[src/rtl/mem_arbiter.sv]
// Two-requester main-memory arbiter: the I-cache fill path and the D-cache fill/write-back path share one memory port.
// Define MEM_ARB_RR_EN for round-robin tie-breaking; without it the D-cache has fixed priority.
module mem_arbiter #(
  parameter int ADDR_W = 32,
  parameter int LINE_W = 128
) (
  input  logic              clk,
  input  logic              reset,
  input  logic              ic_req,
  input  logic [ADDR_W-1:0] ic_addr,
  output logic              ic_ack,
  output logic [LINE_W-1:0] ic_rdata,
  input  logic              dc_req,
  input  logic              dc_we,
  input  logic [ADDR_W-1:0] dc_addr,
  input  logic [LINE_W-1:0] dc_wdata,
  output logic              dc_ack,
  output logic [LINE_W-1:0] dc_rdata,
  output logic              mem_req,
  output logic              mem_we,
  output logic [ADDR_W-1:0] mem_addr,
  output logic [LINE_W-1:0] mem_wdata,
  input  logic [LINE_W-1:0] mem_rdata,
  input  logic              mem_ready,
  output logic              busy
);

  typedef enum logic [1:0] {IDLE, SERVE, RESP} state_t;

  state_t state, state_d;
  logic   owner_dc;
  logic   grant_dc;

`ifdef MEM_ARB_RR_EN
  logic last_dc;  // 0 = I-cache owned the previous grant

  always_ff @(posedge clk or posedge reset) begin
    if (reset)                                  last_dc <= 1'b0;
    else if (state == IDLE && (ic_req || dc_req)) last_dc <= grant_dc;
  end

  always_comb begin
    grant_dc = dc_req;
    if (dc_req && ic_req) grant_dc = !last_dc;
  end
`else
  always_comb grant_dc = dc_req;
`endif

  always_comb begin
    state_d = state;
    case (state)
      IDLE:    if (ic_req || dc_req) state_d = SERVE;
      SERVE:   if (mem_ready)        state_d = RESP;
      RESP:                          state_d = IDLE;
      default:                       state_d = IDLE;
    endcase
  end

  always_ff @(posedge clk or posedge reset) begin
    if (reset) state <= IDLE;
    else       state <= state_d;
  end

  // Every output is a register; requester inputs are only looked at in IDLE.
  always_ff @(posedge clk or posedge reset) begin
    if (reset) begin
      owner_dc  <= 1'b0;
      mem_req   <= 1'b0;
      mem_we    <= 1'b0;
      mem_addr  <= '0;
      mem_wdata <= '0;
      ic_ack    <= 1'b0;
      dc_ack    <= 1'b0;
      ic_rdata  <= '0;
      dc_rdata  <= '0;
      busy      <= 1'b0;
    end else begin
      ic_ack <= 1'b0;
      dc_ack <= 1'b0;
      busy   <= (state_d != IDLE);
      case (state)
        IDLE: if (ic_req || dc_req) begin
          owner_dc  <= grant_dc;
          mem_req   <= 1'b1;
          mem_we    <= grant_dc & dc_we;
          mem_addr  <= grant_dc ? dc_addr : ic_addr;
          mem_wdata <= grant_dc ? dc_wdata : '0;
        end
        SERVE: if (mem_ready) begin
          mem_req <= 1'b0;
          if (owner_dc) dc_ack <= 1'b1;
          else          ic_ack <= 1'b1;
          if (!mem_we) begin
            if (owner_dc) dc_rdata <= mem_rdata;
            else          ic_rdata <= mem_rdata;
          end
        end
        default: ;
      endcase
    end
  end

endmodule

[config.mk]
export PLATFORM = sky130hd
export DESIGN_NAME = mem_arbiter
export DESIGN_NICKNAME = d
export VERILOG_FILES = /design/src/rtl/mem_arbiter.sv
export SDC_FILE = /design/constraint.sdc
export NUM_CORES = 1
export LEC_CHECK = 0
export BUFFER_PORTS_ARGS = -buffer_cell sky130_fd_sc_hd__buf_2
export CELL_PAD_IN_SITES_DETAIL_PLACEMENT = 0
export CELL_PAD_IN_SITES_GLOBAL_PLACEMENT = 1
export CORE_AREA = 2 2 289 291
export DETAILED_ROUTE_END_ITERATION = 8
export DIE_AREA = 0 0 291 293
export PLACE_DENSITY = 0.64
export SLEW_MARGIN = 15
export SYNTH_ARGS = -nofsm -noshare
export SYNTH_HDL_FRONTEND = slang
export SYNTH_SLANG_ARGS = --single-unit
[constraint.sdc]
create_clock -name clk -period 16.15 [get_ports clk]
set_clock_uncertainty 0.2 [all_clocks]
set_input_delay 3.23 -clock clk [delete_from_list [all_inputs] [get_ports clk]]
set_output_delay 3.23 -clock clk [all_outputs]
set_load 0.03 [all_outputs]
==> results.tsv <==
metric	value	unit
first-pass GRT wire length	82000	um
Post-Syn Area	17200	um2
clk_lat worst skew	570	ps
unrepaired setup endpoints after global routing	no	
Tcrit/Tclk final	0.374	
CTS root buf	clkbuf_16	
PostCTS Resize Cnt	0	
vias in the first global route	13200	
vias per cell	4.09	
number of top-level pins	747	
total power	5.61	mW
area of the multi-input gates	6120	um2
Ys Warns	0	
Port Buffers	746	
Crit Path Max Fanout	54	
Worst Setup Start Kind	input pin	
FP Rows	105	
Post-CTS Hold Fix Bufs	0	
setup bufs post-CTS	0	
WL/cell	18.4	um
# setup viols final	0	
crit path capture type	register	
Routed Antenna Nets	0	
drt pass-1 iters	5	
Nets	2154	
Initial Util	0.210	
post-synthesis sequential area ratio	0.616	
GRT Util Overall	0.123	
CP Data Arrival Time	6320	ps
initial antenna violation count	11	
Syn Nets	1422	
max-slew violation count	0	
Longest Clk Path Bufs	3	
Netlist cell types	23	
CP Class	input pin to register	
die span in y	293	um
fin cells	2943	
Sequential Area	10600	um2
Post-Synthesis Cells	1096	
setup_tns	0	ps
Slew HR	0.274	
die width	291	um
DR vias	12000	
VDD IR-drop max	0.100	mV
Core Footprint	81800	um2
placed cell count	2845	
H-tree levels	2	
Hold Path Class	register to register	
Die Area	85300	um2
share of cells above drive strength 1	0.692	
Initial DRC Count	463	
detailed placer's ending HPWL	39400	um
syn_area_per_cell	15.7	um2
Critical Path RT	16430	ps
fin crit period	6040	ps
DRC viols	0	
largest net degree at the start of global routing	162	
Worst Tran Pin Value	1090	ps
Leak	12.0	nW
Routed WL	54100	um
Max Clk Rate	166	MHz
status	completed	
Final Hold Viols	0	
gr ovfl total	0	
clock-pin slew on the worst setup and hold paths	60	ps
Seq cells post-synth	424	
Clock Sink Count	424	
CTS tree	done	
Placer Congestion	0.844	
PD cells	237	nW/um2
# fillers	8402	
area grow syn2layout	37.7	%
utilization after layout	0.290	
max cap viols	0	
CTS buffer count	51	
Yosys cell counts (all sizes together):
library cell	n	share of area
buf	65	0.027
dfrtp	424	0.62
and2	1	0.00036
nor3	2	0.00087
a211oi	1	0.00044
nand3	129	0.038
nand3b	1	0.0012
nor2	3	0.00065
mux2i	1	0.00058
o21ai	1	0.00029
mux2	321	0.24
a21bo	128	0.074
nand2	3	0.00065
clkbuf	13	0.0028
inv	3	0.00065
cells by family (layout without fill, tap and decap cells):
family	after synthesis	after routing	share of synthesized area
compound gates	130	130	0.0751
mux	322	322	0.237
flops	424	424	0.616
buf+inv	81	853	0.0309
simple gates	139	139	0.0415
other cells	0	5	0
critical path: stages:
cell	delay, ps
buf_2	130
nand3b_4	100
inv_2	60
nand3_4	410
buf_4	920
buf_4	880
mux2_2	410
stage by stage:
stage	setup slack (ps)	hold slack [ps]	area, um2
6_report	10110	279	23700
4_1_cts	10160	283	23700
5_1_grt	10020	289	23700
2_1_floorplan	915	250	17200
3_3_place_gp	9560	265	21900
3_5_place_dp	9490	271	21900
cells in the final DEF (no fill, tap or decap), drive strengths merged:
cell	n
a211oi	1
clkinvlp	2
buf	757
dfrtp	424
diode	5
nand2	3
clkbuf	67
nand3	129
mux2i	1
inv	6
a21bo	128
and2	1
clkinv	14
o21ai	1
bufinv	7
nor3	2
nor2	3
mux2	321
nand3b	1
layout make-up:
cell class,count,share of cell area
Timing Repair Buffer,757,0.162
Inverter,3,0.000791
Multi-Input combinational cell,591,0.258
Antenna cell,5,0.000527
Clock inverter,26,0.0153
Tap cell,1070,0.0564
Clock buffer,67,0.0597
Sequential cell,424,0.447
routing by layer:
metal  track usage  vias to the layer above  routed length, um
met5             0                        -                 43
met4        0.0449                        6               1820
met3        0.0379                      110               4010
met2         0.215                      532              27200
met1         0.140                     6019              21000
li1              -                     5357                  -
sequential cells by signal, summed over array words and instances (netlist names):
signal and flops:
mem_addr 32, owner_dc 1, ic_ack 1, mem_wdata 128
mem_we 1, state 2, dc_ack 1, dc_rdata 128
busy 1, ic_rdata 128, mem_req 1
power breakdown:
| part | internal (mW) | total (mW) | switching (mW) |
|---|---|---|---|
| combinational | 0.930 | 2.56 | 1.63 |
| clock | 0.733 | 1.21 | 0.476 |
| sequential | 1.57 | 1.84 | 0.276 |
final timing paths:
| path | from | endpoint | slack, ps | depth (start not counted) |
|---|---|---|---|---|
| max | mem_ready | dc_rdata[12] | 10110 | 7 |
| min | mem_wdata[11] | mem_wdata[11] | 280 | 1 |
| max reg2reg | state[1] | dc_rdata[12] | 12360 | 6 |
| min reg2reg | mem_wdata[11] | mem_wdata[11] | 280 | 1 |
| max in group asynchronous | reset | dc_rdata[119] | 10920 | 4 |
| min in group asynchronous | reset | mem_wdata[60] | 2590 | 2 |
No activity file was read; power rests on OpenSTA's default activity.
